`src/rtl/ascon_enc_sched.sv`:
```
// Sequencing controller for the shared-round ASCON-128 encryption datapath.
// Optional feature: define ASCON_SCHED_ABORT_EN to add the abort input.
module ascon_enc_sched #(
  parameter int unsigned PA_ROUNDS = 12,
  parameter int unsigned PB_ROUNDS = 6,
  parameter int unsigned CNT_W     = 32
) (
  input  logic             clk,
  input  logic             rst,
`ifdef ASCON_SCHED_ABORT_EN
  input  logic             abort,
`endif
  input  logic             start,
  input  logic [CNT_W-1:0] ad_blocks,
  input  logic [CNT_W-1:0] pt_blocks,
  input  logic             blk_valid,
  output logic             blk_ready,
  output logic             sel_init,
  output logic             perm_en,
  output logic [3:0]       round_idx,
  output logic             key_init,
  output logic             dom_sep,
  output logic             key_fin,
  output logic             tag_xor,
  output logic             busy,
  output logic             done
);

  localparam int unsigned RND_W = 4;

  typedef enum logic [3:0] {
    S_IDLE, S_INIT, S_AD_WAIT, S_AD_PERM, S_DSEP,
    S_PT_WAIT, S_PT_PERM, S_FIN_PERM, S_DONE
  } state_t;

  state_t             state, state_d;
  logic [RND_W-1:0]   rnd_cnt, rnd_d;
  logic [CNT_W-1:0]   ad_cnt, ad_cnt_d, pt_cnt, pt_cnt_d;
  logic [CNT_W-1:0]   ad_total, ad_total_d, pt_total, pt_total_d;
  logic               abort_act;
  logic               rnd_last_a, rnd_last_b;

`ifdef ASCON_SCHED_ABORT_EN
  assign abort_act = abort;
`else
  assign abort_act = 1'b0;
`endif

  assign rnd_last_a = (rnd_cnt == RND_W'(PA_ROUNDS - 1));
  assign rnd_last_b = (rnd_cnt == RND_W'(PB_ROUNDS - 1));

  // State and counter registers
  always_ff @(posedge clk) begin
    if (rst) begin
      state    <= S_IDLE;
      rnd_cnt  <= '0;
      ad_cnt   <= '0;
      pt_cnt   <= '0;
      ad_total <= '0;
      pt_total <= '0;
    end else begin
      state    <= state_d;
      rnd_cnt  <= rnd_d;
      ad_cnt   <= ad_cnt_d;
      pt_cnt   <= pt_cnt_d;
      ad_total <= ad_total_d;
      pt_total <= pt_total_d;
    end
  end

  // Next-state, counter updates and strobes
  always_comb begin
    state_d    = state;
    rnd_d      = rnd_cnt;
    ad_cnt_d   = ad_cnt;
    pt_cnt_d   = pt_cnt;
    ad_total_d = ad_total;
    pt_total_d = pt_total;
    blk_ready  = 1'b0;
    sel_init   = 1'b0;
    perm_en    = 1'b0;
    round_idx  = '0;
    key_init   = 1'b0;
    dom_sep    = 1'b0;
    key_fin    = 1'b0;
    tag_xor    = 1'b0;
    done       = 1'b0;
    busy       = (state != S_IDLE);

    case (state)
      S_IDLE: begin
        if (start) begin
          sel_init   = 1'b1;
          ad_total_d = ad_blocks;
          pt_total_d = (pt_blocks == '0) ? CNT_W'(1) : pt_blocks;
          ad_cnt_d   = '0;
          pt_cnt_d   = '0;
          rnd_d      = '0;
          state_d    = S_INIT;
        end
      end
      S_INIT: begin
        perm_en   = 1'b1;
        round_idx = rnd_cnt;
        rnd_d     = rnd_cnt + RND_W'(1);
        if (rnd_last_a) begin
          key_init = 1'b1;
          rnd_d    = '0;
          state_d  = (ad_total != '0) ? S_AD_WAIT : S_DSEP;
        end
      end
      S_AD_WAIT: begin
        blk_ready = 1'b1;
        if (blk_valid) begin
          ad_cnt_d = ad_cnt + CNT_W'(1);
          state_d  = S_AD_PERM;
        end
      end
      S_AD_PERM: begin
        perm_en   = 1'b1;
        round_idx = rnd_cnt + RND_W'(PA_ROUNDS - PB_ROUNDS);
        rnd_d     = rnd_cnt + RND_W'(1);
        if (rnd_last_b) begin
          rnd_d   = '0;
          state_d = (ad_cnt == ad_total) ? S_DSEP : S_AD_WAIT;
        end
      end
      S_DSEP: begin
        dom_sep = 1'b1;
        state_d = S_PT_WAIT;
      end
      S_PT_WAIT: begin
        blk_ready = 1'b1;
        if (blk_valid) begin
          pt_cnt_d = pt_cnt + CNT_W'(1);
          if (pt_cnt + CNT_W'(1) == pt_total) begin
            key_fin = 1'b1;
            state_d = S_FIN_PERM;
          end else begin
            state_d = S_PT_PERM;
          end
        end
      end
      S_PT_PERM: begin
        perm_en   = 1'b1;
        round_idx = rnd_cnt + RND_W'(PA_ROUNDS - PB_ROUNDS);
        rnd_d     = rnd_cnt + RND_W'(1);
        if (rnd_last_b) begin
          rnd_d   = '0;
          state_d = S_PT_WAIT;
        end
      end
      S_FIN_PERM: begin
        perm_en   = 1'b1;
        round_idx = rnd_cnt;
        rnd_d     = rnd_cnt + RND_W'(1);
        if (rnd_last_a) begin
          tag_xor = 1'b1;
          rnd_d   = '0;
          state_d = S_DONE;
        end
      end
      S_DONE: begin
        done    = 1'b1;
        state_d = S_IDLE;
      end
      default: state_d = S_IDLE;
    endcase

    // Abort (and reset) silence every strobe; abort also wins over start in IDLE
    if (rst || abort_act) begin
      blk_ready = 1'b0;
      sel_init  = 1'b0;
      perm_en   = 1'b0;
      round_idx = '0;
      key_init  = 1'b0;
      dom_sep   = 1'b0;
      key_fin   = 1'b0;
      tag_xor   = 1'b0;
      done      = 1'b0;
    end
    if (abort_act) begin
      state_d = S_IDLE;
      rnd_d   = '0;
    end
  end

endmodule

```
`config.mk`:
```
export PLATFORM = sky130hd
export DESIGN_NAME = ascon_enc_sched
export DESIGN_NICKNAME = d
export VERILOG_FILES = /design/src/rtl/ascon_enc_sched.sv
export SDC_FILE = /design/constraint.sdc
export NUM_CORES = 1
export LEC_CHECK = 0
export ABC_AREA = 1
export CAP_MARGIN = 20
export CORE_MARGIN = 4
export CORE_UTILIZATION = 30
export DETAILED_ROUTE_END_ITERATION = 8
export PLACE_DENSITY_LB_ADDON = 0.2
export SKIP_LAST_GASP = 1
export SLEW_MARGIN = 20
export SYNTH_ARGS = -nofsm -noshare
export SYNTH_HDL_FRONTEND = slang
export SYNTH_SLANG_ARGS = --single-unit
export TNS_END_PERCENT = 10
```
`constraint.sdc`:
```
create_clock -name clk -period 2.3 [get_ports clk]
set_input_delay 0.23 -clock clk [delete_from_list [all_inputs] [get_ports clk]]
set_output_delay 0.23 -clock clk [all_outputs]
set_load 0.05 [all_outputs]
```
Word level (Yosys, flattened, before mapping)
Index checks and enable logic that the tools add are counted.

Flip-flop bits (word level): 136. Input port bits: 68. Output and inout bits: 13.

Add/subtract/negate cells: 4. Eq/ne operators: 19. Multiplexer cells: 43. Reduce and logical (&&, ||, !) cells: 16.

Operators by type and width (count): two-way mux 32 bit (4); one-hot mux 32 bit (2 select lines) (2); adder 32 x 1 -> 32 bit (second input constant) (2); equality test 32 bit (2); two-way mux 4 bit (11); zero test 32 bit (1); one-hot mux 4 bit (8 select lines) (1); nonzero test 32 bit (1); two-way mux 1 bit (21); equality test 4 x 3 -> 1 bit (second input constant) (5); inequality test 2 bit (second input constant) (7); one-hot mux 4 bit (3 select lines) (1); equality test 4 x 2 -> 1 bit (second input constant) (2); equality test 4 bit (second input constant) (2); one-hot mux 4 bit (2 select lines) (1); AND reduction 7 bit (1); two-way mux 3 bit (2); AND reduction 3 bit (2); OR reduction 2 bit (3); adder 4 x 1 -> 4 bit (second input constant) (1); adder 4 x 3 -> 4 bit (second input constant) (1); equality test 4 x 1 -> 1 bit (second input constant) (1); zero test 4 bit (1); AND reduction 2 bit (2); other kinds (4) (5).

Depth between registers and ports, before layout
Gate-level depths: netlist of the first run.

Depth in word-level cells: 6. Gate-level depth with buffers: 17.

Least setup slack after synthesis of the first run
Ideal clock, no wire load.

Path type: register to output. Start point: register pt_cnt[0]. End point: output key_fin. Arrival: 2755 ps. Path slack: -685 ps. Cell stages (with the launch flop): 14. Path buffers: 0. Cells stage by stage: dfxtp_1 > ha_1 > nand2_2 > nor2_8 > nand2_4 > nor2_4 > nand2_1 > nand2_1 > nand2_1 > nand2_1 > nand3_1 > nor3b_1 > nand3_1 > nor3_1.

Word-level cells in the longest chain between the ends: 6.

RTL lines: from (decl) (line 38) `logic [CNT_W-1:0] ad_cnt, ad_cnt_d, pt_cnt, pt_cnt_d;`; from (signal assigned) (line 65) `pt_cnt <= pt_cnt_d;`; adder 32 x 1 -> 32 bit (line 136) `if (pt_cnt + CNT_W'(1) == pt_total) begin`; equality test 32 bit (line 136); two-way mux 1 bit (line 136); two-way mux 1 bit (line 134) `if (blk_valid) begin`; two-way mux 1 bit (line 90) `case (state)`; two-way mux 1 bit (line 171) `if (rst || abort_act) begin`; to (decl) (line 23) `output logic key_fin,`.

No other way between the ends.

Worst setup path after layout of the first run
Start point: register pt_cnt[1]. End point: output key_fin.

Same word-level chain as after synthesis.

==> results.yml, run 1 <==
run:
  max_cap_viol_count: 0
worst_setup_path:
  arrival_ns: 2.66
  crit_type: "flop to output pin"
  r2r_end: "state[0]"
  rrSetupSlack_ns: -0.04
  critPathMaxStageDelay_ns: 0.37
  r2r_start: "pt_cnt[6]"
  critPathLaunchType: "flop"
  crit_path_cell_trace: "ha_4, nand2_4, nor2_8, nand2_4, nor2_4, buf_4, nand3_1, nand3_1, nand3_1, nor3b_2, nand3_2, nor3_4, buf_12"
  cp-startpoint: "pt_cnt[1]"
  slowest_stage: "dfxtp_4"
  critPathCaptureType: "output pin"
  cp.required_ns: 2.07
  cp_max_fo: 6
  path_common_cell: "nand3_1"
  r2r_cells: 19
global_route:
  grt_use_total_pct: 18.2
  grt_start_max_net_pins: 50
  antenna_found_initial: 0
  grt_overflow: 0
  grt_pass1_wl_mm: 41.8
  grt_pass1_vias: 8348
final_layout:
  final_common_cell: "nand2_1"
  drive_gt1_share_pct: 19.6
  multi_input_area_um2: 4480
  fill_cells: 2664
  syn2layout_area_growth_pct: 38.8
  regArea_um2: 2750
  layout_common_cells: "nand2_1 (391), inv_1 (160), buf_4 (140), dfxtp_1 (121), nor2_1 (90)"
  final_nets: 1521
  antenna_cells: 0
placed_design:
  post-dp-hpwl_mm: 19.8
  gp_congestion: 0.869
  port_buffers: 80
sta:
  slew_violations: 0
  finalWorstSetupSlack_ns: -0.589
  post-route-period-util_pct: 126
  holdWs_ns: 0.307
  finClkSkew_ns: 0.0147
  setup_tns_ns: -0.823
  setup_viol: 4
  finalHoldViolations: 0
  fmaxAchievable_mhz: 346
  fin_crit_ns: 2.89
  rsz0062_at_grt: "true"
  tightest_slew_ns: 0.690
  slew_headroom_pct: 54.0
floorplanning:
  dieHeight_um: 169
  fp-row-count: 58
  initial_core_util_pct: 30.6
  fp.dieArea_um2: 28400
  coreArea_um2: 25300
  die_width_um: 169
  io_pins: 81
power_and_ir_drop:
  leakagePower_nw: 4.41
  ir_worst_vdd_v: 0.000376
  finalPower_mw: 7.69
  power_density_nw_per_um2: 716
worst_hold_path:
  min_to: "rnd_cnt[1]"
  hp-start: "rst"
  hold_path_depth: 3
  hold_path.class: "primary input to flop"
clock_tree:
  htree_levels: 4
  ctsRootBufferMaster: "clkbuf_16"
  cts-hold-fix-buffers: 0
  cts_buffers: 17
  cts_buffer_depth: 2
  numClockSinks: 136
  clkTransAtPathRegs_ns: 0.06
  clock_latency_ns: 0.43
  cts_tree: "yes"
status:
  failed_checks: "negative setup slack"
  status: "finished, violations left"
logic_synthesis:
  avgSynthCellArea_um2: 6.26
  yosys.cell_types.count: 44
  ys_seq_area_share_pct: 35.2
  yosys.area.top_type: "dfxtp_1"
  synth_ff_type: "dfxtp_1"
  synth_edf_count: 0
  ys_async_sr_fraction_pct: 0
  ys_warn_count: 0
  ys_seq_elements: 136
  synth_area_leaders: "dfxtp_1 (35%), nand2_1 (20%), inv_1 (7.8%)"
  synth_top_area_share_pct: 35.2
  synthCells: 1237
  syn-num-nets: 1311
  syn_area_um2: 7740
detailed_routing:
  wl_met2_mm: 13.2
  highest_layer: "met4"
  met3WireLength_um: 809
  num_vias: 8377
  wl_met1_mm: 11.4
  wl_per_cell_um: 14.4
  first_iter_violations: 475
  dr.pass1.iters: 5
  drc_errors: 0
  via_per_inst: 4.68
  antenna_left: 0
  finalWirelength_mm: 25.7
## worst max-delay path: cells and delay by family, from the launching register on
family	cells	cell delay, ns
AND/OR/NAND/NOR	10	1.40
adder cells (fa/ha/maj)	1	0.14
flip-flops	1	0.37
buffers and inverters	2	0.30
## cell usage after synthesis (all sizes together) (5+ instances only)
library cell,number
nand4,28
a211oi,5
clkbuf,23
nand3,96
dfxtp,136
xor2,6
inv,168
a21oi,65
nor3,28
nand2,417
nor2,121
ha,6
nor4,25
o21ai,77
## power breakdown
part	internal, mW	switching, mW	leakage, nW
sequential	2.62	0.201	1.11
combinational	0.809	1.37	3.03
clock	1.51	1.18	0.268
## registers in the layout, summed over array words and instances (netlist names)
signal    flops
ad_cnt       32
ad_total     32
pt_cnt       32
pt_total     32
rnd_cnt       4
state         4
## worst max path at each step
stage                         end  slack [ns]  cells after the start
final                     key_fin       -0.59                     13
after global routing      key_fin       -0.71                     12
after CTS                 key_fin       -0.55                     14
after detailed placement  key_fin       -0.20                     13
after global placement    key_fin       -0.22                     12
after floorplan           key_fin       -0.08                     13
## routing by layer
metal  vias to the layer above  global-route usage (%)
met4                         0                    4.02
met5                         -                       0
li1                       4418                       -
met1                      3814                    22.3
met3                        25                    2.69
met2                       120                    33.6
## cell type report
cell class                 count  area share, %
multi-input combinational    906           41.7
sequential                   136           25.6
timing repair buffer         217           17.7
inverter                     169           5.92
clock buffer                  18           3.99
tap                          330           3.84
clock inverter                14           1.27
## cell families (layout without fill, tap and decap cells)
group,Yosys count,in the layout,synth area share [%]
AND/OR/NAND/NOR,729,729,41.8
AO/OA/AOI/OAI,161,161,11.1
XOR/XNOR,10,10,1.49
flip-flops,136,136,35.2
adder cells (fa/ha/maj),6,6,0.970
buffers and inverters,195,418,9.51
## timing repair
| action | CTS | global route |
|---|---|---|
| endpoints found under the setup margin | 4 | 16 |
| pin swaps | 27 | 13 |
| buffers inserted | 10 | 4 |
| gates resized for setup | 47 | 14 |
| cloned | 0 | 0 |
## through the flow
step	util (%)	instances	setup WS [ns]	instance area, µm²
after global placement	39.2	1744	-0.222	9890
final	42.5	1790	-0.589	10700
after detailed placement	39.2	1744	-0.200	9890
after CTS	42.2	1786	-0.553	10700
after global routing	42.5	1790	-0.714	10700
after floorplan	-	1237	-0.0767	7780
Note: power is estimated with default switching activity, not from simulation.
==> run 2, diff against run 1 <==
ABC_CLOCK_PERIOD_IN_PS = 2670   (was unset)
CORE_MARGIN = 3   (was 4)
clock period = 2.67 ns   (was 2.3 ns; I/O delays follow)
==> results.yml, run 2 (synthesis results as in run 1) <==
status:
  status: "finished, violations left"
  failed_checks: "negative setup slack"
power_and_ir_drop:
  finalPower_mw: 6.65
  leakagePower_nw: 4.01
  power_density_nw_per_um2: 654
  ir_worst_vdd_v: 0.000365
clock_tree:
  cts_buffers: 17
  cts_tree: "yes"
  ctsRootBufferMaster: "clkbuf_16"
  clkTransAtPathRegs_ns: 0.07
  clock_latency_ns: 0.43
  htree_levels: 4
  cts-hold-fix-buffers: 0
  numClockSinks: 136
  cts_buffer_depth: 2
worst_setup_path:
  arrival_ns: 2.69
  crit_path_cell_trace: "ha_4, nand2_8, nor2_8, nand2_4, nor2_4, buf_4, nand2_1, nand3_1, nand2_2, nor3_1, nand2_1, nor2_1, nand4_1, nor3_2, clkbuf_16"
  critPathMaxStageDelay_ns: 0.37
  cp.required_ns: 2.40
  slowest_stage: "dfxtp_4"
  crit_type: "flop to output pin"
  cp_max_fo: 5
  rrSetupSlack_ns: 0.33
  r2r_cells: 17
  r2r_start: "pt_cnt[0]"
  r2r_end: "state[0]"
  path_common_cell: "nand2_1"
  critPathLaunchType: "flop"
  critPathCaptureType: "output pin"
final_layout:
  syn2layout_area_growth_pct: 31.3
  final_common_cell: "nand2_1"
  antenna_cells: 0
  multi_input_area_um2: 4490
  instances_no_fill: 1712
  drive_gt1_share_pct: 14.8
  regArea_um2: 2750
  layout_common_cells: "nand2_1 (393), inv_1 (158), dfxtp_1 (121), nor2_1 (95), nand3_1 (86)"
  finalInstanceArea_um2: 10200
  final_nets: 1444
  fill_cells: 2700
run:
  max_cap_viol_count: 0
detailed_routing:
  num_vias: 8177
  dr.pass1.iters: 5
  antenna_left: 0
  first_iter_violations: 502
  finalWirelength_mm: 25.7
  wl_per_cell_um: 15.0
  drc_errors: 0
  via_per_inst: 4.78
sta:
  finalWorstSetupSlack_ns: -0.284
  slew_headroom_pct: 54.3
  holdWs_ns: 0.382
  finalHoldViolations: 0
  fin_crit_ns: 2.95
  rsz0062_at_grt: "true"
  finClkSkew_ns: 0.0123
  tightest_slew_ns: 0.684
  slew_violations: 0
  post-route-period-util_pct: 111
  setup_viol: 2
  fmaxAchievable_mhz: 338
placed_design:
  dpl_cell_area_um2: 9200
  port_buffers: 80
  dp_cells: 1664
  gp_congestion: 0.899
  dpl_worst_slack_ns: 0.00316
  post-dp-hpwl_mm: 19.7
worst_hold_path:
  hp-start: "ad_blocks[10]"
  hold_path_depth: 3
  hold_path.class: "primary input to flop"
  min_to: "ad_total[10]"
global_route:
  gr-usage-met3_pct: 3.30
  grt_pass1_wl_mm: 40.6
  antenna_found_initial: 0
  busiest_layer: "met2"
  grt_start_max_net_pins: 42
  gr-usage-met1_pct: 23.2
  met2_usage_pct: 31.5
  grt_use_total_pct: 18.2
  grt_overflow: 0
  grt_pass1_vias: 7812
floorplanning:
  coreArea_um2: 25300
  die_width_um: 167
  fp.dieArea_um2: 27800
  dieHeight_um: 167
  io_pins: 81
  initial_core_util_pct: 30.6
  fp-row-count: 58
## run 2: cell count changes in the layout (fill, tap and decap cells not counted), moves of 4 or more
cell	delta
buf_12	-4
nor2_1	+5
nor2_2	-6
buf_4	-78
clkinv_4	+4
## run 2: area by class of cell
cell class	instances	area share, %
tap	330	4.06
multi-input combinational	907	44.2
sequential	136	27.0
clock inverter	13	1.44
inverter	169	6.25
clock buffer	18	4.32
timing repair buffer	139	12.7
## run 2: report_power, final
| part | total, mW | internal (mW) | switching, mW |
|---|---|---|---|
| clock network | 2.40 | 1.41 | 0.994 |
| registers | 2.44 | 2.26 | 0.181 |
| logic | 1.81 | 0.631 | 1.18 |
## run 2: through the flow
step,TNS [ns],util (%)
finish,-0.334,40.2
CTS,-0.368,39.6
detailed placement,0,36.4
global route,-0.752,40.2
global placement,-0.0184,36.4
floorplan,0,-
## run 2: worst max-delay path: cells and delay by family (launching register included)
family | cells | cell delay, ns
buffers and inverters | 2 | 0.34
adder cells (fa/ha/maj) | 1 | 0.17
AND/OR/NAND/NOR | 12 | 1.35
flip-flops | 1 | 0.37
## run 2: worst max-delay path by stage
stage,startpoint,to,depth (start not counted),slack [ns]
finish,pt_cnt[0],key_fin,15,-0.28
detailed placement,pt_cnt[0],key_fin,12,0.003
floorplan,pt_cnt[0],key_fin,11,0.05
global route,pt_cnt[4],key_fin,12,-0.41
CTS,pt_cnt[0],key_fin,15,-0.29
global placement,pt_cnt[0],key_fin,15,-0.02
## run 2: what timing repair did
action / in CTS / in global routing
cloned: 1 / 0
buffers inserted: 9 / 7
pin swaps: 20 / 17
setup endpoints to repair: 2 / 4
resized for setup: 34 / 35
## run 2: per-layer routing
layer,up-vias,part of all wire (%)
li1,4249,-
met1,3734,45
met2,160,48
met3,34,4.0
met4,0,2.1
met5,-,0
